[config.mk]
export PLATFORM = sky130hd
export DESIGN_NAME = dp_stage
export DESIGN_NICKNAME = d
export VERILOG_FILES = /design/src/rtl/dp_stage.sv
export SDC_FILE = /design/constraint.sdc
export NUM_CORES = 1
export LEC_CHECK = 0
export ABC_AREA = 1
export BUFFER_PORTS_ARGS = -buffer_cell sky130_fd_sc_hd__clkbuf_2
export CORE_MARGIN = 2
export CORE_UTILIZATION = 45
export CTS_BUF_LIST = sky130_fd_sc_hd__clkbuf_4 sky130_fd_sc_hd__clkbuf_8
export DETAILED_ROUTE_END_ITERATION = 10
export PLACE_DENSITY = 0.82
export SYNTH_ARGS = -nofsm -noshare
export SYNTH_HDL_FRONTEND = slang
export SYNTH_SLANG_ARGS = --single-unit
[constraint.sdc]
create_clock -name clock -period 2.4 [get_ports clock]
set_clock_uncertainty 0.2 [all_clocks]
set_input_delay 0 -clock clock [delete_from_list [all_inputs] [get_ports clock]]
set_output_delay 0 -clock clock [all_outputs]
set_load 0.03 [all_outputs]
[src/rtl/dp_stage.sv]
// dp_stage: 2-wide in-order dispatch stage between rename and ROB/RS/LSQ.
// Define DP_STAT_EN to build the dispatched/stall-cycle statistics counters.
typedef struct packed {
    logic        valid;
    logic        halt;
    logic        illegal;
    logic        rd_mem;
    logic        wr_mem;
    logic [6:0]  dest_prn;
    logic [31:0] pc;
} RN_DP_PACKET;

module dp_stage #(
    parameter int CNT_WIDTH = 5
) (
    input  logic                  clock,
    input  logic                  reset,
    input  logic                  rollback_en,
    input  RN_DP_PACKET [1:0]     rn_packet_in,
    input  logic [CNT_WIDTH-1:0]  rob_free,
    input  logic [CNT_WIDTH-1:0]  rs_free,
    input  logic [CNT_WIDTH-1:0]  lsq_free,
    output RN_DP_PACKET [1:0]     dp_packet_out,
    output logic [1:0]            dp_en,
    output logic [1:0]            dp_mem_en,
    output logic                  rn_stall,
    output logic [31:0]           stat_dispatched,
    output logic [31:0]           stat_stall_cycles
);
    RN_DP_PACKET [1:0] slot;
    RN_DP_PACKET [1:0] fill;
    RN_DP_PACKET       in0;
    RN_DP_PACKET       in1;
    logic [1:0]        rs_need;
    logic [1:0]        lsq_need;
    logic              d0;
    logic              d1;
    logic              drop;
    logic              all_done;

    for (genvar i = 0; i < 2; i++) begin : g_need
        assign rs_need[i]  = slot[i].valid && !slot[i].halt && !slot[i].illegal;
        assign lsq_need[i] = slot[i].valid && (slot[i].rd_mem || slot[i].wr_mem);
    end

    // slot1 is checked against the combined demand of both slots
    assign d0 = slot[0].valid && rob_free != '0
             && rs_free  >= CNT_WIDTH'(rs_need[0])
             && lsq_free >= CNT_WIDTH'(lsq_need[0]);
    assign d1 = d0 && !slot[0].halt && slot[1].valid
             && rob_free >= CNT_WIDTH'(2)
             && rs_free  >= CNT_WIDTH'({1'b0, rs_need[0]} + {1'b0, rs_need[1]})
             && lsq_free >= CNT_WIDTH'({1'b0, lsq_need[0]} + {1'b0, lsq_need[1]});

    assign dp_en         = {d1, d0};
    assign dp_mem_en     = dp_en & lsq_need;
    assign dp_packet_out = slot;
    assign rn_stall      = !rollback_en && ((slot[0].valid && !d0) || (slot[1].valid && !d1));
    assign drop          = d0 && slot[0].halt && slot[1].valid;
    assign all_done      = (!slot[0].valid || d0) && (!slot[1].valid || d1);

    // invalid packets are stored as zero; a lone younger packet is compacted into slot0
    assign in0  = rn_packet_in[0].valid ? rn_packet_in[0] : '0;
    assign in1  = rn_packet_in[1].valid ? rn_packet_in[1] : '0;
    assign fill = in0.valid ? {in1, in0} : {RN_DP_PACKET'('0), in1};

    always_ff @(posedge clock) begin
        if (reset || rollback_en || drop)
            slot <= '0;
        else if (all_done)
            slot <= fill;
        else if (d0)
            slot <= {RN_DP_PACKET'('0), slot[1]};
    end

`ifdef DP_STAT_EN
    logic [31:0] disp_cnt;
    logic [31:0] stall_cnt;

    always_ff @(posedge clock) begin
        if (reset) begin
            disp_cnt  <= '0;
            stall_cnt <= '0;
        end else begin
            disp_cnt  <= disp_cnt + 32'(d0) + 32'(d1);
            stall_cnt <= stall_cnt + 32'(rn_stall);
        end
    end

    assign stat_dispatched   = disp_cnt;
    assign stat_stall_cycles = stall_cnt;
`else
    assign stat_dispatched   = '0;
    assign stat_stall_cycles = '0;
`endif
endmodule

==> results of run 1 <==
-- cell usage in the layout (no fill, tap or decap), types with 3 or more instances in the layout --
cell type and n:
nand2_1 102, o211ai_1 86, nand3_2 15, a21oi_1 5
dlygate4sd3_1 88, buf_6 11, nand2_8 3, nand3b_1 3
dfxtp_1 80, buf_8 5, clkbuf_8 12, ha_1 3
nor2_2 5, buf_12 19, ha_4 5, clkbuf_16 7
inv_1 99, o21ai_0 44, a21oi_4 5, buf_4 39
conb_1 64, clkbuf_2 193, nor3_4 3, buf_16 12
nand4_1 43, nand2_4 3, a21oi_2 82, nor2_1 8
nor2_4 6, inv_2 7, nand3_1 75, nor3_1 43
dfxtp_2 6
-- routing by layer --
metal | up-vias | routed length, um
met5 | - | 0
met4 | 0 | 1830
li1 | 3536 | -
met2 | 723 | 12900
met3 | 193 | 3080
met1 | 3677 | 9510
-- timing repair --
| action | 4_1_cts | 5_1_grt |
|---|---|---|
| hold endpoints to repair | 88 | 0 |
| setup endpoints to repair | 93 | 93 |
| buffers inserted | 18 | 13 |
| hold buffers | 88 | 0 |
| pin swaps | 12 | 21 |
| gates resized for setup | 58 | 122 |
| gates cloned | 15 | 8 |
-- worst min-delay path by stage --
stage	from	endpoint	slack (ps)	cells past startpoint
finish	reset	dp_packet_out[41]	100	6
global route	reset	dp_packet_out[82]	90	6
CTS	reset	dp_packet_out[86]	40	6
detailed placement	rollback_en	rn_stall	120	3
global placement	rollback_en	rn_stall	110	3
floorplan	rollback_en	rn_stall	-140	1
-- Yosys cell counts (8+ instances only) --
cell        n
a21oi_1    81
a21oi_2    11
buf_2      36
buf_4      72
clkbuf_1   37
dfxtp_1    88
ha_1        8
inv_1     106
nand2_1   105
nand3_1    80
nand3_2    10
nand4_1    43
nor2_1     17
nor3_1     46
o211ai_1   86
o21ai_0    45
-- worst max-delay path, cell delays in order (launching register included) --
cell     delay (ps)
dfxtp_4         370
inv_4            50
nor3_4          210
ha_4            150
inv_1            80
ha_4            190
inv_1            70
nand2_1          70
nor2_2          210
nand2_1         140
nand2_2         100
nor2_4           50
nand2_4          90
nand2_8          70
buf_12          160
a21oi_4         140
buf_8           140
-- cell type report --
class	instances	area [um^2]
Clock buffer	12	159
Multi-Input combinational cell	607	3810
Timing Repair Buffer	377	3280
Inverter	110	418
Clock inverter	4	52.6
Sequential cell	88	1780
Fill cell	900	3530
Tap cell	176	220
-- report_power, final --
part           switching [mW]  internal (mW)
sequential             0.0356           1.50
clock                   0.556          0.553
combinational           0.810          0.524
total                    1.40           2.58
-- kinds of logic (layout without fill, tap and decap cells) --
group / Yosys count / after routing / synth area share
other cells: 1 / 64 / 0.000613
simple gates: 311 / 311 / 0.252
buf+inv: 262 / 503 / 0.217
flops: 88 / 88 / 0.288
fa+ha+maj: 8 / 8 / 0.0164
compound gates: 224 / 224 / 0.225
==> impl_results.md, run 1 <==
* CTS buffer count at 9
* EDFF count, synth at 0
* Min-delay worst type: in2reg
* Post-layout nets at around 1.3k
* Synth top area share at 0.288
* F_max at 0.354 GHz
* H-tree depth at 3
* Worst Path Required at 2200 ps
* Worst setup margin at -421 ps
* Asr flop ratio synth at 0
* Slew HR at 0.298
* Routed vias at 8129
* CP startpoint: dp_packet_out[87]
* DR iter-0 viols at 1199
* Clock slew at reported path FFs at 90 ps
* Nature of the critical path startpoint: register
* Fraction of layout instances using a drive strength above 1 at 0.378
* Status: complete, but fails checks
* Endpoint type of the worst setup path: output pin
* Max reg flops at 88
* Synth area leader: dfxtp_1
* IO Count at 263
* TritonCTS clock tree: built
* Failing checks: setup timing
* P_leak at 4.37 nW
* Syn. warnings at 0
* Via-per-instance ratio at 5.92
* Met2 usage at 0.543
* Setup slack, reg-to-reg at -300 ps
* Critical Path Sink: rn_stall
* GR Util met3 at 0.0858
* Max_cap viols at 0
* Clock Path Buffers at 2
* Detailed placement HPWL at 13000 um
* Cell Area, Placed at 7160 um^2
* Layout area overhead at 58.8%
* Worst r2r src: dp_packet_out[87]
* Seq/Total Area, Yosys at 0.288
* Final Hold Fails at 0
* Peak VDD IR at ~0.00032 V
* Non-Filler Instances at 1374
* Met1 Track Usage GR at 0.389
* Pwr per Cell Area at 410 nW/um^2
* Tot GR Track Use at 0.326
* First-pass GRT wire length at 37900 um
* Netlist cell types at 27
* Clock latency on the worst-skew pair at 360 ps
* Clock sinks at 88
* DRT antenna net count at 0
* Detailed-route wire length at 27300 um
* Slew Viols, Final at 0
* Worst-Margin Slew at 1050 ps
* Worst Path Arrival at 2620 ps
* Gpl congestion at 0.963
* Num rows at 42
* Synthesized area per cell at 6.84 um^2
* Vias in the first global route at 7388
* Core box area at 13200 um^2
* GRT busiest layer: met2
* Syn Std Cell Area at 6120 um^2
* WS Path Type: reg2out
* Die Span X at 121 um
* Final design utilization at 0.733
* Largest net degree at the start of global routing at 90
* Die ar. at 14500 um^2
* Gr ovfl total at 0
* Post-route setup TNS at -20220 ps
* DRC Markers at 0
* RSZ-0062 raised after global routing: yes
* # setup viols final at 93
* WL per Instance at 19.8 um
* Most common flop cell mapped by yosys: dfxtp_1
* Initial Util at 0.462
* Clock tree root buffer cell: clkbuf_8
* Reg2Reg Depth at 16
* Syn Inst Count at about 900
* Crit path max fanout at 3
* Pre-CTS setup slack at -111 ps
* Die span in y at 121 um
* #FFs+latches synth at 88
* Min Hold Slack at 96.0 ps
* Pre-antenna DRT Iters at 6
* Ant. Diodes at 0
* Final Cell Area at 9710 um^2
* Final min period at 2820 ps
* Total power at 3.98 mW
* Inst Count DP at 1220
* Top post-synthesis cells by area: dfxtp_1, o211ai_1, buf_4, a21oi_1, nand3_1
* Reg2Reg Capture Point: dp_packet_out[15]
* Crit share post-route at 1.18
* Initial antenna violation count at 0
* Buffers on Ports at between 150 and 200
No activity file was read; power rests on OpenSTA's default activity.
==> run 2, diff against run 1 <==
==> constraint.sdc (replaced) <==
create_clock -name clock -period 2.4 [get_ports clock]
set_clock_uncertainty 0.2 [all_clocks]
set_input_delay 0.36 -clock clock [delete_from_list [all_inputs] [get_ports clock]]
set_output_delay 0.36 -clock clock [all_outputs]
set_load 0.03 [all_outputs]
==> run 2 against run 1 <==
  * The flow still finishes with violations (setup timing)
  * Wire length down 16%
  * Critical path type unchanged
  * Cell count decreased by 5.9%
  * Die area unchanged
  * Utilization is 7.9 points lower
  * Global-route usage down 4.6 points
  * Flip-flop and latch count unchanged
  * Non-clock buffer count fell by 81
  * Combinational power decreased by 17%
==> impl_results.md, run 2 (synthesis results as in run 1) <==
* # setup viols final at 93
* Commonest non-fill, non-tap cell in the layout: clkbuf_2
* Failing checks: setup timing
* Vias in the first global route at between 6k and 7k
* Worst setup margin at -473 ps
* Buffers on Ports at 198
* CP startpoint: dp_packet_out[83]
* Detailed-route wire length at 22800 um
* Pre-antenna DRT Iters at 5
* Die ar. at around 15000 um^2
* Slew Viols, Final at 0
* IO Count at 263
* TritonCTS clock tree: built
* Clock slew at reported path FFs at 90 ps
* Pre-CTS setup slack at -207 ps
* Die Span X at 121 um
* Nature of the critical path startpoint: register
* Initial Util at 0.462
* Reg2Reg Capture Point: dp_packet_out[16]
* DRT antenna net count at 0
* Initial antenna violation count at 0
* Setup slack, reg-to-reg at -310 ps
* Min-delay worst type: in2reg
* Via-per-instance ratio at 5.69
* P_leak at approximately 4 nW
* Die span in y at 121 um
* Largest net degree at the start of global routing at 88
* Tot GR Track Use at 0.280
* Final design utilization at 0.654
* Worst r2r src: dp_packet_out[83]
* Clock latency on the worst-skew pair at ~380 ps
* Clock tree root buffer cell: clkbuf_8
* Gr ovfl total at 0
* Clock Path Buffers at 2
* Max_cap viols at 0
* Pwr per Cell Area at 453 nW/um^2
* Post-layout nets at 1226
* Count of hold-fix buffers inserted at cts at 0
* WS Path Type: reg2out
* Num rows at 42
* Peak VDD IR at 0.000307 V
* Routed vias at around 7.4k
* Final min period at 2870 ps
* DR iter-0 viols at between 900 and 1k
* Commonest cells after routing, fill and taps aside: clkbuf_2, inv_1, nand2_1, o211ai_1, dfxtp_1
* Worst-Margin Slew at ~630 ps
* Fraction of layout instances using a drive strength above 1 at 0.380
* Worst Path Required at 1840 ps
* Max reg flops at 88
* CTS buffer count at 9
* Layout area overhead at 41.7%
* Clock sinks at 88
* Endpoint type of the worst setup path: output pin
* Worst Path Arrival at ~2300 ps
* Critical Path Sink: dp_mem_en[1]
* Status: complete, but fails checks
* Ant. Diodes at 0
* Gpl congestion at ~0.9
* Min Hold Slack at 115 ps
* RSZ-0062 raised after global routing: yes
* Reg2Reg Depth at 18
* First-pass GRT wire length at roughly 32000 um
* Final Hold Fails at 0
* H-tree depth at 3
* Detailed placement HPWL at around 13000 um
* DRC Markers at 0
* Crit share post-route at 1.20
* F_max at 0.348 GHz
* Slew HR at 0.578
* Core box area at around 13000 um^2
* WL per Instance at 17.6 um
* Crit path max fanout at 4
==> run 2: cell types whose count changed in the layout (fill, tap and decap cells not counted), sizes merged <==
cell         previous run  this run
bufbuf                  1         0
buf                    87        91
bufinv                  1         3
dlygate4sd3            88         0
clkbuf                213       218
clkinv                  5         2
==> run 2: how the worst min path moves through the flow <==
stage | start | to | cells past startpoint | slack [ps]
after floorplan | rn_packet_in[87] | dp_packet_out[87] | 3 | 370
after global placement | dp_packet_out[65] | dp_packet_out[65] | 2 | 310
after detailed placement | dp_packet_out[50] | dp_packet_out[50] | 2 | 310
after CTS | rn_packet_in[80] | dp_packet_out[80] | 5 | 100
after global routing | rn_packet_in[81] | dp_packet_out[81] | 5 | 130
final | rn_packet_in[80] | dp_packet_out[80] | 5 | 110
==> run 2: final cells by class <==
type                            count  area (um^2)
Fill cell                        1096         4580
Tap cell                          176          220
Multi-Input combinational cell    607         3620
Clock buffer                       13          154
Sequential cell                    88         1780
Inverter                          110          418
Timing Repair Buffer              296         2380
Clock inverter                      3         90.1
==> run 2: timing repair <==
item,4_1_cts,5_1_grt
gates resized for setup,69,68
gates cloned,9,11
setup buffers,18,10
pin swaps,18,63
endpoints found under the setup margin,90,94
==> run 2: power breakdown <==
| group | leakage (nW) | total (mW) | internal [mW] | switching (mW) |
|---|---|---|---|---|
| combinational | 3.17 | 1.11 | 0.389 | 0.720 |
| clock | 0.126 | 1.29 | 0.740 | 0.549 |
| sequential | 0.719 | 1.53 | 1.50 | 0.0318 |
| total | 4.01 | 3.93 | 2.63 | 1.30 |
==> run 2: through the flow <==
stage	setup TNS [ps]	power (mW)	cell area, um^2	instances
2_1_floorplan	-388	2.25	6430	957
3_3_place_gp	-2290	2.44	7210	1233
3_5_place_dp	-4970	2.45	7210	1233
4_1_cts	-14140	3.83	8100	1274
5_1_grt	-33670	4.08	8670	1293
6_report	-24090	3.93	8670	1293
==> run 2: critical path, stage by stage (launching register included) <==
cell and delay (ps):
dfxtp_2 340, nor2_2 120, nor2_1 50, ha_1 320
ha_4 280, inv_2 30, nand2_2 50, nand2_2 60
nand3_2 70, inv_2 50, nor2_4 120, nand2_4 100
nor3_4 160, clkbuf_8 190
==> run 2: layer usage <==
metal / share of wire / wire length, um / vias to the layer above / global-route usage
li1: - / - / 3369 / -
met1: 0.39 / 8880 / 3410 / 0.350
met2: 0.48 / 11000 / 496 / 0.454
met3: 0.093 / 2130 / 79 / 0.0533
met4: 0.034 / 782 / 0 / 0.151
met5: 0 / 0 / - / 0
==> run 3, diff against run 2 <==
ABC_AREA = default   (was 1)
CORE_ASPECT_RATIO = 1.1   (was default)
CORE_UTILIZATION = 42   (was 45)
PLACE_DENSITY = 0.83   (was 0.82)
==> run 3 against run 2 <==
  * Sequential share of layout area increased by 7.5 points
  * Synthesized cell count down 41%
  * Non-clock buffer count shrank 55
  * Via count fell by 35%
  * Clock-buffer cell count fell by 4
  * Combinational power down 36%
  * Largest cell class unchanged
  * Critical path type unchanged
  * The run still ends with setup timing left
  * Cell area fell by 27%
  * Fmax is 7.2% lower
  * Cell count down 32%
  * Flip-flop and latch count stayed put
  * Largest power group unchanged
  * Sequential power is essentially flat
==> impl_results.md, run 3 <==
* Final Hold Fails at 0
* # setup viols final at 92
* Largest net degree at the start of global routing at 47
* Vias in the first global route at about 4.4k
* Commonest cells after routing, fill and taps aside: clkbuf_2, nand2_1, dfxtp_1, o31ai_1, conb_1
* First-pass GRT wire length at 21700 um
* Final Cell Area at 6360 um^2
* Synth top area share at 0.374
* Die ar. at 12100 um^2
* Initial antenna violation count at 0
* DR iter-0 viols at 261
* Gr ovfl total at 0
* Final design utilization at 0.583
* Commonest non-fill, non-tap cell in the layout: clkbuf_2
* Syn Std Cell Area at around 4700 um^2
* Tot GR Track Use at 0.222
* Clock Path Buffers at 2
* Top post-synthesis cells by area: dfxtp_1, buf_4, o31ai_1, a32oi_1, nand2_1
* Crit path max fanout at 3
* Syn Inst Count at roughly 530
* Clock sinks at 88
* Peak VDD IR at 0.000228 V
* Pwr per Cell Area at 535 nW/um^2
* P_leak at 2.78 nW
* Setup slack, reg-to-reg at -380 ps
* Most common flop cell mapped by yosys: dfxtp_1
* Worst setup margin at -697 ps
* Routed vias at 4796
* Core box area at 10900 um^2
* Count of hold-fix buffers inserted at cts at 0
* Synth area leader: dfxtp_1
* Ant. Diodes at 0
* Slew Viols, Final at 0
* Post-layout nets at between 800 and 900
* WS Path Type: reg2out
* Worst-Margin Slew at 553 ps
* Failing checks: setup timing
* Detailed-route wire length at 14600 um
* Nature of the critical path startpoint: register
* Max reg flops at between 80 and 90
* Slew HR at 0.626
* Synthesized area per cell at around 8.9 um^2
* Seq/Total Area, Yosys at 0.374
* Buffers on Ports at 198
* Post-route setup TNS at -28620 ps
* Final min period at 3100 ps
* Endpoint type of the worst setup path: output pin
* #FFs+latches synth at 88
* Netlist cell types at 34
* F_max at 0.323 GHz
* Reg area at around 1800 um^2
* Clock latency on the worst-skew pair at about 350 ps
* Asr flop ratio synth at 0
* EDFF count, synth at 0
* DRC Markers at 0
* Inst Count DP at 859
* Fraction of layout instances using a drive strength above 1 at 0.434
* Syn. warnings at 0
* Layout area overhead at 35.1%
* Non-Filler Instances at 878
* WL per Instance at 16.6 um
* CTS buffer count at 9
* RSZ-0062 raised after global routing: yes
* Worst Path Required at between 1500 and 2000 ps
* IO Count at 263
* Gpl congestion at 0.955
* TritonCTS clock tree: built
* Status: complete, but fails checks
* H-tree depth at 3
* Detailed placement HPWL at 10100 um
* Num rows at 40
* Fillers at approximately 960
* Min Hold Slack at roughly 26 ps
* Crit share post-route at 1.29
* Top-count cell post-synth: nand2_1
* Clock tree root buffer cell: clkbuf_8
* DRT antenna net count at 0
* Cell Area, Placed at about 6000 um^2
* Initial Util at 0.432
* Area taken by multi-input logic gates at approximately 2700 um^2
* Die span in y at 115 um
* Clock slew at reported path FFs at roughly 100 ps
* Min-delay worst type: in2reg
* Worst Path Arrival at 2540 ps
* Pre-antenna DRT Iters at 5
* Commonest cells post-synth: nand2_1, dfxtp_1, buf_4, o31ai_1, a32oi_1
* Via-per-instance ratio at 5.46
* Max_cap viols at 0
* Die Span X at 105 um
==> run 3: worst max-delay path, cell delays in order, from the launching register on <==
cell and delay (ps):
dfxtp_4 360, o21a_4 230, ha_1 330, ha_4 230, nand2b_4 140, a211oi_4 310, nor4_4 90, and3_1 210
and2_4 150, buf_8 130
==> run 3: kinds of logic (layout without fill, tap and decap cells) <==
group / Yosys count / after routing / share of synthesized area
adder cells (fa/ha/maj): 8 / 8 / 0.0212
AO/OA/AOI/OAI: 189 / 189 / 0.333
other: 1 / 64 / 0.000796
buffers and inverters: 122 / 262 / 0.161
AND/OR/NAND/NOR: 120 / 120 / 0.110
flip-flops: 88 / 88 / 0.374
==> run 3: stage by stage <==
stage / total power, mW / setup slack, ps
2_1_floorplan: 2.09 / -201
3_3_place_gp: 2.24 / -256
3_5_place_dp: 2.25 / -318
4_1_cts: 3.42 / -658
5_1_grt: 3.56 / -783
6_report: 3.40 / -697
==> run 3: where the power goes <==
| part | switching (mW) | internal [mW] | total, mW |
|---|---|---|---|
| clock | 0.563 | 0.599 | 1.16 |
| combinational | 0.479 | 0.228 | 0.707 |
| sequential | 0.0322 | 1.50 | 1.53 |
==> run 3: timing repair <==
action / in CTS / in global routing
setup buffers: 0 / 3
setup endpoints to repair: 92 / 93
pin swaps: 4 / 10
resized for setup: 11 / 19
==> run 3: path summary, 6_finish.rpt <==
kind	start	depth (start not counted)	endpoint
max	dp_packet_out[39]	9	dp_mem_en[1]
min	rn_packet_in[84]	3	dp_packet_out[84]
max reg2reg	dp_packet_out[39]	9	dp_packet_out[72]
min reg2reg	dp_packet_out[30]	2	dp_packet_out[30]
==> run 3: layer usage <==
metal | vias up | track usage | wire, um
li1 | 2256 | - | -
met1 | 2253 | 0.252 | 5720
met2 | 250 | 0.412 | 7530
met3 | 37 | 0.0391 | 915
met4 | 0 | 0.0924 | 395
met5 | - | 0 | 0
==> run 3: cell type report <==
type,instances,share of cell area
Clock inverter,7,0.0163
Tap cell,147,0.0289
Multi-Input combinational cell,381,0.417
Sequential cell,88,0.281
Timing Repair Buffer,241,0.235
Clock buffer,9,0.0195
Inverter,5,0.00334
